===== src/rtl/mem_access_unit_if.sv =====
// Request, RAM and response signals of the MEM-stage access unit, bundled for
// connection between the unit (master) and its pipeline/RAM surroundings (slave).
interface mem_access_unit_if;
    logic        req_valid;
    logic        req_ready;
    logic [15:0] req_addr;
    logic [15:0] req_wdata;
    logic        req_is_load;
    logic        req_is_store;
    logic [2:0]  req_rd;

    logic [15:0] mem_addr;
    logic        mem_read;
    logic        mem_write;
    logic [15:0] mem_wdata;
    logic [15:0] mem_rdata;

    logic        resp_valid;
    logic        resp_ready;
    logic [15:0] resp_data;
    logic [2:0]  resp_rd;
    logic        resp_wb;
    logic        resp_fault;
    logic        stall;

    modport master (
        input  req_valid, req_addr, req_wdata, req_is_load, req_is_store, req_rd,
        input  mem_rdata, resp_ready,
        output req_ready, mem_addr, mem_read, mem_write, mem_wdata,
        output resp_valid, resp_data, resp_rd, resp_wb, resp_fault, stall
    );

    modport slave (
        output req_valid, req_addr, req_wdata, req_is_load, req_is_store, req_rd,
        output mem_rdata, resp_ready,
        input  req_ready, mem_addr, mem_read, mem_write, mem_wdata,
        input  resp_valid, resp_data, resp_rd, resp_wb, resp_fault, stall
    );
endinterface


===== src/rtl/mem_access_unit.sv =====
// MEM-stage initiator: issues one load/store/pass-through op at a time to the data RAM
// with programmable wait states. Define MEM_ACCESS_PERF_EN to add load/store counters.
module mem_access_unit #(
    parameter int unsigned WAIT_STATES = 0,
    parameter logic [15:0] ADDR_MAX    = 16'h00FF
) (
    input  logic              clk,
    input  logic              rst,
    mem_access_unit_if.master bus
`ifdef MEM_ACCESS_PERF_EN
    ,
    output logic [15:0]       load_count,
    output logic [15:0]       store_count
`endif
);

    localparam logic [3:0] WaitLast = 4'(WAIT_STATES);

    typedef enum logic [1:0] {
        IDLE,
        ACCESS,
        RESP
    } state_t;

    state_t      state;
    state_t      nextState;

    logic [15:0] addrReg;
    logic [15:0] wdataReg;
    logic [2:0]  rdReg;
    logic        isLoadReg;
    logic        isStoreReg;
    logic [3:0]  waitCount;

    logic        respValid;
    logic [15:0] respData;
    logic [2:0]  respRd;
    logic        respWb;
    logic        respFault;

    logic        reqReady;
    logic        memRead;
    logic        memWrite;
    logic [15:0] memAddr;
    logic [15:0] memWdata;

    logic        accept;
    logic        reqMemOp;
    logic        reqFault;
    logic        lastAccess;

    assign accept     = bus.req_valid && (state == IDLE);
    assign reqMemOp   = bus.req_is_load | bus.req_is_store;
    assign reqFault   = (bus.req_is_load & bus.req_is_store) |
                        (reqMemOp & (bus.req_addr > ADDR_MAX));
    assign lastAccess = (waitCount == WaitLast);

    always_ff @(posedge clk) begin
        if (rst) begin
            state <= IDLE;
        end else begin
            state <= nextState;
        end
    end

    // The write strobe only rises in the final ACCESS cycle so the RAM sees exactly one write.
    always_comb begin
        nextState = state;
        reqReady  = 1'b0;
        memRead   = 1'b0;
        memWrite  = 1'b0;
        memAddr   = 16'h0000;
        memWdata  = 16'h0000;
        case (state)
            IDLE: begin
                reqReady = 1'b1;
                if (bus.req_valid) begin
                    nextState = (reqMemOp && !reqFault) ? ACCESS : RESP;
                end
            end
            ACCESS: begin
                memAddr  = addrReg;
                memRead  = isLoadReg;
                memWrite = isStoreReg & lastAccess;
                if (isStoreReg) begin
                    memWdata = wdataReg;
                end
                if (lastAccess) begin
                    nextState = RESP;
                end
            end
            RESP: begin
                if (bus.resp_ready) begin
                    nextState = IDLE;
                end
            end
            default: begin
                nextState = IDLE;
            end
        endcase
    end

    // Request latch, wait counter and registered response; fault and pass-through
    // responses are produced straight from the accept edge.
    always_ff @(posedge clk) begin
        if (rst) begin
            addrReg    <= 16'h0000;
            wdataReg   <= 16'h0000;
            rdReg      <= 3'd0;
            isLoadReg  <= 1'b0;
            isStoreReg <= 1'b0;
            waitCount  <= 4'd0;
            respValid  <= 1'b0;
            respData   <= 16'h0000;
            respRd     <= 3'd0;
            respWb     <= 1'b0;
            respFault  <= 1'b0;
        end else begin
            case (state)
                IDLE: begin
                    if (accept) begin
                        addrReg    <= bus.req_addr;
                        wdataReg   <= bus.req_wdata;
                        rdReg      <= bus.req_rd;
                        isLoadReg  <= bus.req_is_load;
                        isStoreReg <= bus.req_is_store;
                        waitCount  <= 4'd0;
                        if (reqFault) begin
                            respValid <= 1'b1;
                            respData  <= 16'h0000;
                            respRd    <= bus.req_rd;
                            respWb    <= 1'b0;
                            respFault <= 1'b1;
                        end else if (!reqMemOp) begin
                            respValid <= 1'b1;
                            respData  <= bus.req_addr;
                            respRd    <= bus.req_rd;
                            respWb    <= 1'b1;
                            respFault <= 1'b0;
                        end
                    end
                end
                ACCESS: begin
                    if (lastAccess) begin
                        respValid <= 1'b1;
                        respData  <= isLoadReg ? bus.mem_rdata : 16'h0000;
                        respRd    <= rdReg;
                        respWb    <= isLoadReg;
                        respFault <= 1'b0;
                    end else begin
                        waitCount <= waitCount + 4'd1;
                    end
                end
                RESP: begin
                    if (bus.resp_ready) begin
                        respValid <= 1'b0;
                    end
                end
                default: begin
                    respValid <= 1'b0;
                end
            endcase
        end
    end

`ifdef MEM_ACCESS_PERF_EN
    logic [15:0] loadCnt;
    logic [15:0] storeCnt;

    // Only successful memory ops count, on the edge their response is taken.
    always_ff @(posedge clk) begin
        if (rst) begin
            loadCnt  <= 16'h0000;
            storeCnt <= 16'h0000;
        end else if ((state == RESP) && bus.resp_ready && !respFault) begin
            if (isLoadReg) begin
                loadCnt <= loadCnt + 16'h0001;
            end
            if (isStoreReg) begin
                storeCnt <= storeCnt + 16'h0001;
            end
        end
    end

    assign load_count  = loadCnt;
    assign store_count = storeCnt;
`endif

    // Strobes are gated by reset so an abort in the last ACCESS cycle never writes.
    assign bus.req_ready  = reqReady;
    assign bus.stall      = bus.req_valid & ~reqReady;
    assign bus.mem_read   = memRead & ~rst;
    assign bus.mem_write  = memWrite & ~rst;
    assign bus.mem_addr   = memAddr;
    assign bus.mem_wdata  = memWdata;
    assign bus.resp_valid = respValid;
    assign bus.resp_data  = respData;
    assign bus.resp_rd    = respRd;
    assign bus.resp_wb    = respWb;
    assign bus.resp_fault = respFault;

endmodule


===== src/flat_wrapper.sv =====
// flat-port wrapper written by rule: the top's interface ports become plain ports
module mem_access_unit_flat 
#(
    parameter int unsigned WAIT_STATES = 0,
    parameter logic [15:0] ADDR_MAX    = 16'h00FF
)
  (clk, rst, bus_req_valid, bus_req_addr, bus_req_wdata, bus_req_is_load, bus_req_is_store, bus_req_rd, bus_mem_rdata, bus_resp_ready, bus_req_ready, bus_mem_addr, bus_mem_read, bus_mem_write, bus_mem_wdata, bus_resp_valid, bus_resp_data, bus_resp_rd, bus_resp_wb, bus_resp_fault, bus_stall);
  mem_access_unit_if bus_i ();
  input  logic clk;
  input  logic rst;
  input wire logic [$bits(bus_i.req_valid)-1:0] bus_req_valid;
  input wire logic [$bits(bus_i.req_addr)-1:0] bus_req_addr;
  input wire logic [$bits(bus_i.req_wdata)-1:0] bus_req_wdata;
  input wire logic [$bits(bus_i.req_is_load)-1:0] bus_req_is_load;
  input wire logic [$bits(bus_i.req_is_store)-1:0] bus_req_is_store;
  input wire logic [$bits(bus_i.req_rd)-1:0] bus_req_rd;
  input wire logic [$bits(bus_i.mem_rdata)-1:0] bus_mem_rdata;
  input wire logic [$bits(bus_i.resp_ready)-1:0] bus_resp_ready;
  output wire logic [$bits(bus_i.req_ready)-1:0] bus_req_ready;
  output wire logic [$bits(bus_i.mem_addr)-1:0] bus_mem_addr;
  output wire logic [$bits(bus_i.mem_read)-1:0] bus_mem_read;
  output wire logic [$bits(bus_i.mem_write)-1:0] bus_mem_write;
  output wire logic [$bits(bus_i.mem_wdata)-1:0] bus_mem_wdata;
  output wire logic [$bits(bus_i.resp_valid)-1:0] bus_resp_valid;
  output wire logic [$bits(bus_i.resp_data)-1:0] bus_resp_data;
  output wire logic [$bits(bus_i.resp_rd)-1:0] bus_resp_rd;
  output wire logic [$bits(bus_i.resp_wb)-1:0] bus_resp_wb;
  output wire logic [$bits(bus_i.resp_fault)-1:0] bus_resp_fault;
  output wire logic [$bits(bus_i.stall)-1:0] bus_stall;
  assign bus_i.req_valid = bus_req_valid;
  assign bus_i.req_addr = bus_req_addr;
  assign bus_i.req_wdata = bus_req_wdata;
  assign bus_i.req_is_load = bus_req_is_load;
  assign bus_i.req_is_store = bus_req_is_store;
  assign bus_i.req_rd = bus_req_rd;
  assign bus_i.mem_rdata = bus_mem_rdata;
  assign bus_i.resp_ready = bus_resp_ready;
  assign bus_req_ready = bus_i.req_ready;
  assign bus_mem_addr = bus_i.mem_addr;
  assign bus_mem_read = bus_i.mem_read;
  assign bus_mem_write = bus_i.mem_write;
  assign bus_mem_wdata = bus_i.mem_wdata;
  assign bus_resp_valid = bus_i.resp_valid;
  assign bus_resp_data = bus_i.resp_data;
  assign bus_resp_rd = bus_i.resp_rd;
  assign bus_resp_wb = bus_i.resp_wb;
  assign bus_resp_fault = bus_i.resp_fault;
  assign bus_stall = bus_i.stall;
  mem_access_unit #(.WAIT_STATES(WAIT_STATES), .ADDR_MAX(ADDR_MAX)) u_core (.clk(clk), .rst(rst), .bus(bus_i));
endmodule

===== config.mk =====
export PLATFORM = sky130hd
export DESIGN_NAME = mem_access_unit_flat
export DESIGN_NICKNAME = d
export VERILOG_FILES = /design/src/rtl/mem_access_unit_if.sv /design/src/rtl/mem_access_unit.sv /design/src/flat_wrapper.sv
export SDC_FILE = /design/constraint.sdc
export NUM_CORES = 1
export LEC_CHECK = 0
export ABC_AREA = 1
export CAP_MARGIN = 20
export CORE_MARGIN = 2
export CORE_UTILIZATION = 35
export DETAILED_ROUTE_END_ITERATION = 10
export HOLD_SLACK_MARGIN = 0.08
export PLACE_DENSITY = 0.77
export SYNTH_ARGS = -nofsm -noshare
export SYNTH_HDL_FRONTEND = slang
export SYNTH_SLANG_ARGS = --single-unit

===== constraint.sdc =====
create_clock -name clk -period 1.7 [get_ports clk]
set_input_delay 0.425 -clock clk [delete_from_list [all_inputs] [get_ports clk]]
set_output_delay 0.425 -clock clk [all_outputs]
set_load 0.01 [all_outputs]

Yosys cells after proc, flatten, opt, wreduce, memory -nomap -nowiden
Cells that the tools add are included.
Word-level totals
  bits in registers: 65
  latch bits: 0
  memory bits (writable): 0
  bits in read-only memories: 0
  input bits: 57
  output and inout port bits: 58
  logic and storage cells: 83
  memories: 0
Operators by class
  $add $sub $neg: 1
  $mul: 0
  div/mod/pow operators: 0
  magnitude comparators: 1
  eq/ne operators: 8
  shifts and indexed selects: 0
  multiplexer cells: 40
  bitwise operators: 10
  reduce and logical (&&, ||, !) cells: 11
Operators by type and width (count)
  16-bit two-way mux: 8
  16-bit one-hot mux with 2 select lines: 1
  16-bit by 8-bit > comparator with 1-bit output (second input constant): 1
  1-bit two-way mux: 15
  3-bit two-way mux: 4
  2-bit two-way mux: 4
  4-bit two-way mux: 2
  4-bit one-hot mux with 2 select lines: 1
  4-bit AND reduction: 2
  1-bit AND: 6
  2-bit inequality test (second input constant): 3
  2-bit one-hot mux with 3 select lines: 1
  3-bit one-hot mux with 2 select lines: 1
  3-bit AND reduction: 2
  4-bit by 1-bit adder with 4-bit output (second input constant): 1
  4-bit zero test: 1
  2-bit by 1-bit inequality test with 1-bit output (second input constant): 2
  1-bit one-hot mux with 2 select lines: 2
  3-bit inequality test (second input constant): 1
  1-bit one-hot mux with 3 select lines: 1
  2-bit by 1-bit == test with 1-bit output (second input constant): 1
  2-bit == test (second input constant): 1
  1-bit logical AND: 2
  2-bit zero test: 1
  5 further kinds: 7

Logic depth before layout (Yosys ltp)
Gate-level depths: netlist (run 1).
  word-level depth: 8
  gate-level depth with buffers: 10
  gate-level depth less buffers: 9

Least setup slack after synthesis (run 1)
Ideal clock, no wire load.
  path type: in2out
  start point: input rst
  end point: output bus_mem_write
  arrival: 1.173 ns
  required time: 1.275 ns
  slack: 0.102 ns
  stages on the path: 5
  path buffers: 2
  cells stage by stage: clkbuf_1 -> inv_1 -> clkbuf_1 -> nand3_1 -> nor2_1
On the way
  word-level cells in the longest chain between the ends: 2
Ends and longest elaborated chain
  from (decl): line flat_wrapper.sv:10  | input logic rst;
  1-bit NOT: line mem_access_unit.sv:193  | assign bus.mem_write = memWrite & ~rst;
  1-bit AND: line mem_access_unit.sv:193
  to (decl): line flat_wrapper.sv:22  | output wire logic [$bits(bus_i.mem_write)-1:0] bus_mem_write;
No other way between the ends.

Worst setup path after layout (run 1)
  start point: register u_core.waitCount[1]
  end point: register u_core.respData[3], in the netlist u_core.bus.resp_data[3]
On the way
  word-level cells in the longest chain between the ends: 3
Ends and longest elaborated chain
  from (decl): line mem_access_unit.sv:33  | logic [3:0] waitCount;
  from (signal assigned): line mem_access_unit.sv:151  | waitCount <= waitCount + 4'd1;
  4-bit zero test: line mem_access_unit.sv:56  | assign lastAccess = (waitCount == WaitLast);
  2-bit by 1-bit inequality test with 1-bit output (no line)
  4-bit AND reduction (no line)
  to (signal assigned): line mem_access_unit.sv:136  | respData <= bus.req_addr;
  to (signal assigned): line mem_access_unit.sv:146  | respData <= isLoadReg ? bus.mem_rdata : 16'h0000;
  to (decl): line mem_access_unit.sv:36  | logic [15:0] respData;
No other way between the ends.
A chain may end at the register's enable or synchronous reset.

==> run_results.csv, run 1 <==
group,metric,value,unit
run_status,status,"complete, but fails checks",
run_status,violations,"negative setup slack",
synthesis,synth-xor-area-share,0,%
timing,rsz0062_at_grt,"yes",
worst_setup_path,critPathMaxStageDelay,320,ps
worst_setup_path,arrival,1990,ps
synthesis,synth_top_family_by_area,"simple AND/OR/NAND/NOR gates",
synthesis,synth_enable_flop_cells,0,
placement,placed_area,4660,um2
floorplan,dieArea,9770,um2
worst_setup_path,worst-setup-path-type,"flip-flop to flip-flop",
routing,vias,3563,
worst_setup_path,crit_family,"simple AND/OR/NAND/NOR gates",
routing,viasPerCell,4.73,
routing,routed_wl,10200,um
power,power.internal,3080,uW
timing,slew_violations,0,
routing,drc,0,
worst_setup_path,required,1950,ps
synthesis,synth_compound_gate_area_share,13.5,%
power,switching_share,30.3,%
clock_network,clkTransAtPathRegs,70,ps
synthesis,ys_ff_latch,65,
synthesis,synth-adder-area-share,0.795,%
synthesis,ys_types,21,
grt,grt_pass1_wl,15000,um
clock_network,cts-hold-fix-buffers,0,
timing,setup_viol,1,
clock_network,clockBufferDepth,2,
clock_network,cts_tree,"yes",
routing,drt_iter0_markers,166,
timing,layout_setup_ws,-42.7,ps
power,powerDensity,874,nW/um2
grt,grtUsageTotal,19.1,%
grt,antenna_found_initial,1,
floorplan,core.rowCount,34,
synthesis,synthMuxAreaShare,0,%
placement,pre_cts_ws,-506,ps
placement,gp_congestion,0.933,
synthesis,synth_top_area_cell,"dfxtp_1",
synthesis,synthArstFlopShare,0,%
final_layout,syn_to_final_growth,60.5,%
clock_network,worstSkewPairLatency,340,ps
grt,gr-total-overflow,0,
synthesis,yosysTopAreaCellShare,41.4,%
flow_run,cap_viol_max_count,0,
power,combPwrFrac,30.3,%
synthesis,avgSynthCellArea,6.37,um2
final_layout,layout-drive-gt1-share,22.4,%
timing,slew_headroom,76.7,%
worst_setup_path,crit_top_cell,"nand2_1",
synthesis,synthSimpleGateAreaFrac,31.6,%
worst_setup_path,cp_max_fo,5,
synthesis,synth_nets,553,
clock_network,htreeDepth,3,
synthesis,syn_area,3150,um2
final_layout,fin_area,5050,um2
worst_setup_path,path_cells,"inv_2 > ha_4 > nand3_4 > buf_6 > o21ai_4 > nand2_8 > clkbuf_16 > nor2_2 > nand2_1 > nand2_1 > inv_1",
synthesis,yosys_warnings,0,
placement,numPortBuffers,114,
final_layout,fin_util,57.9,%
timing,fin_crit_sh,103,%
timing,min_period,1740,ps
power,p_sw,1340,uW
synthesis,synth_seq_area_share,41.4,%
grt,grt_max_degree,42,
timing,fmax,574,MHz
floorplan,die_y,98.8,um
synthesis,synth_cells,494,
timing,worst_pin_slew,349,ps
power,leakagePower,0.00237,uW
floorplan,num_io_pins,115,
timing,finalHoldViolations,0,
worst_setup_path,path_buf_inv,4,
power,seqPwrFrac,40.5,%
clock_network,cts.sinks,65,
synthesis,synthTopCellsByArea,"dfxtp_1 (41%), nor2_1 (14%), nand2_1 (11%), inv_1 (7.3%), a21oi_1 (6.8%)",
routing,post_drt_wl_per_cell,13.5,um
worst_setup_path,start_kind,"flip-flop",
floorplan,core,8720,um2
worst_setup_path,crit_path_top_delay_cell,"dfxtp_2",
routing,ant_nets,0,
timing,skew,4.01,ps
synthesis,synth_commonest_cells,"nor2_1 (120), nand2_1 (91), dfxtp_1 (65), inv_1 (61), a21oi_1 (43)",
clock_network,cts_root_buf,"clkbuf_8",
min_path,hold_class,"flip-flop to flip-flop",
worst_setup_path,end_kind,"flip-flop",
placement,hpwl,6880,um
floorplan,start_util,36.1,%
final_layout,fin_nets,698,
routing,firstDrtPassIters,4,
power,peakVddDrop,0.374,mV
floorplan,die_w,98.8,um
grt,grt_pass1_vias,3206,
clock_network,cts_buffers,9,
power,power,4410,uW
power,clock_power_share,29.2,%
synthesis,yosysMostFrequentCell,"nor2_1",
synthesis,yosys_most_used_dff,"dfxtp_1",
[cell type report]
type                       instances  area (um2)
antenna                            1        2.50
timing repair buffer             164        1560
clock buffer                      13         149
clock inverter                     3        40.0
sequential                        65        1310
multi-input combinational        334        1610
inverter                          65         249
fill                             800        3670
tap                              108         135
[power by group through the flow]
stage	Clock [uW]	Sequential, uW	Combinational [uW]
after detailed placement	0	1810	1160
after global placement	0	1810	1140
final	1290	1790	1340
after CTS	1310	1780	1180
after floorplan	0	1830	578
after global routing	1370	1800	1470
[final timing paths]
kind	startpoint	slack (ps)	end	depth (start not counted)
min	u_core.addrReg[1]$_SDFFE_PP0P_	460	u_core.addrReg[1]$_SDFFE_PP0P_	2
max	u_core.waitCount[1]$_SDFFE_PP0P_	-40	u_core.bus.resp_data[3]$_SDFFE_PP0P_	11
min reg2reg	u_core.addrReg[1]$_SDFFE_PP0P_	460	u_core.addrReg[1]$_SDFFE_PP0P_	2
max reg2reg	u_core.waitCount[1]$_SDFFE_PP0P_	-40	u_core.bus.resp_data[3]$_SDFFE_PP0P_	11
[flip-flops by register name, indices dropped and copies added, names as in the netlist]
name	cells
u_core.bus.resp_valid	1
u_core.bus.resp_rd	3
u_core.wdataReg	16
u_core.state	2
u_core.addrReg	16
u_core.bus.resp_fault	1
u_core.rdReg	3
u_core.bus.resp_data	16
u_core.isLoadReg	1
u_core.waitCount	4
u_core.isStoreReg	1
u_core.bus.resp_wb	1
[layer usage]
metal | track usage [%] | up-vias | part of all wire [%]
met2 | 30.2 | 110 | 47
met5 | 0 | - | 0
met3 | 3.12 | 28 | 5.0
li1 | - | 1810 | -
met4 | 9.69 | 0 | 3.8
met1 | 25.3 | 1615 | 44
[stage by stage]
step                setup TNS [ps]  cells  hold slack (ps)
floorplan                        0    494              425
global placement             -6640    727              439
detailed placement           -8160    727              448
CTS                           -653    744              459
global route                  -695    753              476
finish                       -42.7    753              456
[repair_timing]
item,CTS,global route
setup buffers,0,1
gates resized for setup,148,55
gates cloned,1,7
pin swaps,0,8
endpoints found under the setup margin,36,36
[layout by cell type (no fill, tap or decap), types with 4 or more instances in the layout]
master / instances
dfxtp_1: 61
buf_6: 5
nand3_1: 22
inv_2: 4
buf_2: 35
nor2_4: 5
o21ai_0: 40
a21oi_1: 43
buf_12: 6
nor2_1: 98
nor2_2: 20
inv_1: 59
clkdlybuf4s50_1: 70
buf_4: 33
dlymetal6s2s_1: 7
clkbuf_16: 5
clkbuf_8: 10
nand2_1: 89
[kinds of logic after synthesis]
family	count (synthesis)
AO/OA/AOI/OAI	84
AND/OR/NAND/NOR	247
flip-flops	65
buffers and inverters	96
adder cells (fa/ha/maj)	2
[worst reg2reg max path: stages (launching register included)]
cell and delay, ps:
dfxtp_2 320, inv_2 70, ha_4 140, nand3_4 80, buf_6 130, o21ai_4 270, nand2_8 130, clkbuf_16 190
nor2_2 90, nand2_1 90, nand2_1 100, inv_1 40
(Power assumes the default switching activity.)
==> inputs of run 2 (changes only) <==
Settings changed: CORE_MARGIN 2 to default.
==> run 2 against run 1 <==
Against the previous run: the flow now finishes without violations; cell area shrank 2.1%; sequential power barely moved; non-clock buffer count fell by 2; critical endpoint is now bus_mem_addr[5].
==> run_results.csv, run 2 (synthesis gave the netlist of run 1 again) <==
group,metric,value,unit
routing,drt_iter0_markers,150,
clock_network,worstSkewPairLatency,350,ps
final_layout,syn_to_final_growth,57.1,%
floorplan,num_io_pins,115,
routing,viasPerCell,4.67,
grt,grt_pass1_vias,3243,
placement,place_inst,730,
timing,tns,0,ps
grt,grt_pass1_wl,15600,um
timing,skew,10.1,ps
grt,grtUsageTotal,20.7,%
flow_run,cap_viol_max_count,0,
routing,post_drt_wl_per_cell,13.1,um
grt,grt_max_degree,42,
grt,antenna_found_initial,0,
routing,vias,3498,
floorplan,die_y,96.8,um
final_layout,diodes,0,
power,leakagePower,0.00233,uW
worst_setup_path,required,1270,ps
run_status,status,"finished clean",
clock_network,cts_root_buf,"clkbuf_8",
final_layout,layout-drive-gt1-share,23.1,%
worst_setup_path,end_kind,"output pin",
final_layout,stdcell_count,749,
routing,drc,0,
clock_network,cts_tree,"yes",
timing,slew_headroom,76.6,%
worst_setup_path,worst-setup-path-type,"flip-flop to output pin",
worst_setup_path,cp_max_fo,10,
worst_setup_path,start_kind,"flip-flop",
timing,worst_pin_slew,351,ps
timing,slew_violations,0,
placement,hpwl,6940,um
power,power,4330,uW
timing,rsz0062_at_grt,"yes",
placement,numPortBuffers,114,
floorplan,start_util,36.1,%
routing,routed_wl,9820,um
final_layout,layout_commonest_cell,"nor2_1",
min_path,hold_class,"flip-flop to flip-flop",
clock_network,clkTransAtPathRegs,70,ps
power,peakVddDrop,0.435,mV
floorplan,core.rowCount,34,
final_layout,final_cell_mix,"nor2_1 (94), nand2_1 (90), clkdlybuf4s50_1 (71)",
clock_network,cts.sinks,65,
grt,gr-total-overflow,0,
floorplan,core,8720,um2
routing,ant_nets,0,
routing,firstDrtPassIters,6,
final_layout,fin_nets,695,
timing,finalHoldViolations,0,
timing,fmax,594,MHz
placement,gp_congestion,0.858,
worst_setup_path,arrival,1260,ps
floorplan,dieArea,9370,um2
timing,fin_crit_sh,99.1,%
floorplan,die_w,96.8,um
timing,setup_viol,0,
clock_network,cts-hold-fix-buffers,0,
clock_network,cts_buffers,9,
timing,min_period,1680,ps
clock_network,htreeDepth,3,
power,powerDensity,876,nW/um2
clock_network,clockBufferDepth,2,
run 2: cell count changes in the layout (fill, tap and decap cells not counted), sizes merged:
cell           before  now
buf                80   83
clkbuf             18   14
clkdlybuf4s15       1    0
clkdlybuf4s50      70   71
diode               1    0
dlymetal6s2s        7    6
nand2              96   95
run 2: layer usage:
layer	track usage [%]	up-vias	part of all wire (%)	routed length, um
met3	2.96	24	6.1	601
met5	0	-	0	0
met4	10.7	0	2.6	254
met2	33.3	124	48	4680
li1	-	1800	-	-
met1	26.9	1550	44	4290
run 2: final cells by class:
| cell class | count | area, um2 |
|---|---|---|
| Clock inverter | 3 | 40.0 |
| Inverter | 65 | 249 |
| Clock buffer | 13 | 149 |
| Tap cell | 108 | 135 |
| Fill cell | 832 | 3780 |
| Timing Repair Buffer | 162 | 1480 |
| Sequential cell | 65 | 1310 |
| Multi-Input combinational cell | 333 | 1590 |
run 2: critical path: stages, from the launching register on:
cell and delay (ps):
dfxtp_2 330, inv_4 70, nand2_8 100, buf_8 160
nor2_1 110, buf_2 140
run 2: timing repair:
item / 4_1_cts / 5_1_grt
pin swaps: 3 / 5
cloned: 2 / 0
setup buffers: 1 / 0
resized for setup: 159 / 49
setup endpoints to repair: 36 / 50
run 2: where the power goes:
| part | internal (uW) | switching [uW] | total, uW |
|---|---|---|---|
| combinational | 602 | 645 | 1250 |
| clock | 715 | 589 | 1300 |
| sequential | 1700 | 83.3 | 1780 |
| total | 3020 | 1320 | 4330 |
run 2: worst paths after layout:
path,from,to,slack (ps),cells past startpoint
min reg2reg,u_core.addrReg[2]$_SDFFE_PP0P_,u_core.addrReg[2]$_SDFFE_PP0P_,450,2
min,u_core.addrReg[2]$_SDFFE_PP0P_,u_core.addrReg[2]$_SDFFE_PP0P_,450,2
max reg2reg,u_core.state[1]$_SDFFE_PP0P_,u_core.bus.resp_data[11]$_SDFFE_PP0P_,60,11
max,u_core.state[1]$_SDFFE_PP0P_,bus_mem_addr[5],20,5
run 2: per-stage QoR:
step | util, % | setup WS, ps | area (um2) | hold WS [ps]
after detailed placement | 53.6 | -499 | 4680 | 446
after floorplan | - | 102 | 3150 | 425
final | 56.7 | 15.1 | 4940 | 455
after global placement | 53.6 | -490 | 4680 | 435
after CTS | 55.0 | -28.8 | 4800 | 457
after global routing | 56.7 | -39.9 | 4940 | 476
==> inputs of run 3 (changes only) <==
Settings changed: PLACE_DENSITY 0.77 to default, PLACE_DENSITY_LB_ADDON from default to 0.1.
==> run 3 against run 2 <==
Against the previous run: global-route usage shrank 0.85 points; critical path depth is the same; clock power is essentially flat; non-clock buffer count shrank 9; highest routed layer unchanged; total power shrank 2.0%.
==> run_results.csv, run 3 (synthesis gave the netlist of run 1 again) <==
group,metric,value,unit
worst_setup_path,end_kind,"output pin",
clock_network,cts.sinks,65,
timing,rsz0062_at_grt,"yes",
timing,slew_headroom,74.6,%
power,clock_power_share,30.5,%
routing,viasPerCell,4.58,
worst_setup_path,cp_max_fo,17,
power,p_sw,1270,uW
timing,setup_viol,0,
timing,finalHoldViolations,0,
final_layout,layout-drive-gt1-share,19.1,%
timing,skew,10.0,ps
grt,gr-total-overflow,0,
clock_network,cts-hold-fix-buffers,0,
routing,firstDrtPassIters,4,
routing,post_drt_wl_per_cell,12.8,um
worst_setup_path,start_kind,"flip-flop",
grt,grtUsageTotal,19.9,%
run_status,status,"finished clean",
final_layout,layout_commonest_cell,"nor2_1",
timing,slew_violations,0,
timing,tns,0,ps
grt,grt_pass1_vias,3119,
worst_setup_path,arrival,1250,ps
power,power.internal,2970,uW
final_layout,fin_area,4730,um2
clock_network,clkTransAtPathRegs,70,ps
final_layout,fin_nets,687,
routing,ant_nets,0,
timing,layout_setup_ws,21.9,ps
timing,fin_crit_sh,98.7,%
floorplan,start_util,36.1,%
power,leakagePower,0.00217,uW
power,powerDensity,898,nW/um2
placement,numPortBuffers,114,
placement,gp_congestion,0.801,
power,combPwrFrac,27.6,%
routing,drc,0,
flow_run,cap_viol_max_count,0,
grt,antenna_found_initial,0,
final_layout,final_cell_mix,"nor2_1 (106), nand2_1 (90), clkdlybuf4s50_1 (77)",
routing,drt_iter0_markers,125,
placement,place_inst,721,
placement,hpwl,6520,um
timing,worst_pin_slew,381,ps
final_layout,syn_to_final_growth,50.3,%
placement,pre_cts_ws,-462,ps
min_path,hold_class,"flip-flop to flip-flop",
power,power,4240,uW
clock_network,cts_tree,"yes",
clock_network,cts_root_buf,"clkbuf_8",
routing,vias,3393,
floorplan,die_y,96.8,um
worst_setup_path,required,1270,ps
placement,placed_area,4590,um2
floorplan,core,8720,um2
clock_network,cts_buffers,9,
final_layout,diodes,0,
grt,grt_max_degree,42,
grt,grt_pass1_wl,15100,um
final_layout,nFillCells,912,
floorplan,dieArea,9370,um2
final_layout,stdcell_count,741,
clock_network,clockBufferDepth,2,
floorplan,die_w,96.8,um
clock_network,htreeDepth,3,
power,peakVddDrop,0.395,mV
power,switching_share,30.0,%
timing,min_period,1680,ps
worst_setup_path,worst-setup-path-type,"flip-flop to output pin",
routing,routed_wl,9450,um
power,seqPwrFrac,41.9,%
clock_network,worstSkewPairLatency,330,ps
floorplan,num_io_pins,115,
timing,fmax,596,MHz
floorplan,core.rowCount,34,
[run 3: cell types whose count changed in the layout (fill, tap and decap cells not counted), moves of 3 or more]
cell / previous run / this run
nor2_2: 24 / 16
buf_6: 3 / 0
nor2_4: 5 / 1
buf_4: 39 / 33
dlymetal6s2s_1: 6 / 0
nor2_1: 94 / 106
clkdlybuf4s50_1: 71 / 77
[run 3: per-layer routing]
metal	share of wire, %	up-vias	global-route usage (%)
met5	0	-	0
met4	1.2	0	6.54
met3	4.7	10	3.18
met2	44	91	30.7
met1	50	1513	28.1
li1	-	1779	-
[run 3: critical path: stages (launching register included)]
cell       delay (ps)
dfxtp_2           340
inv_4              70
nand2_8            90
clkbuf_16         190
nor2_1             90
buf_2             140
[run 3: what timing repair did]
action / CTS / global route
endpoints found under the setup margin: 36 / 34
gates resized for setup: 142 / 26
cloned: 0 / 3
buffers inserted: 0 / 1
pin swaps: 1 / 3
[run 3: power by group through the flow]
stage	sequential [uW]	clock, uW	combinational, uW
after global placement	1800	0	1130
after CTS	1780	1340	1130
final	1780	1290	1170
after floorplan	1830	0	578
after detailed placement	1810	0	1140
after global routing	1800	1380	1310
[run 3: area by class of cell]
type	instances	area [um2]	share of cell area [%]
timing repair buffer	153	1340	28.3
clock inverter	3	40.0	0.847
inverter	65	246	5.21
multi-input combinational	334	1520	32.1
sequential	65	1310	27.6
tap	108	135	2.86
clock buffer	13	149	3.15
[run 3: stage by stage]
step / hold slack (ps) / util (%)
2_1_floorplan: 425 / -
3_3_place_gp: 439 / 52.6
3_5_place_dp: 441 / 52.6
4_1_cts: 455 / 53.0
5_1_grt: 474 / 54.2
6_report: 450 / 54.2
[run 3: final timing paths]
path	from	slack, ps	depth (start not counted)	to
setup / recovery	u_core.state[1]$_SDFFE_PP0P_	20	5	bus_mem_wdata[0]
hold / removal	u_core.rdReg[2]$_SDFFE_PP0P_	450	2	u_core.rdReg[2]$_SDFFE_PP0P_
setup reg to reg	u_core.state[0]$_SDFFE_PP0P_	130	9	u_core.wdataReg[7]$_SDFFE_PP0P_
hold reg to reg	u_core.rdReg[2]$_SDFFE_PP0P_	450	2	u_core.rdReg[2]$_SDFFE_PP0P_
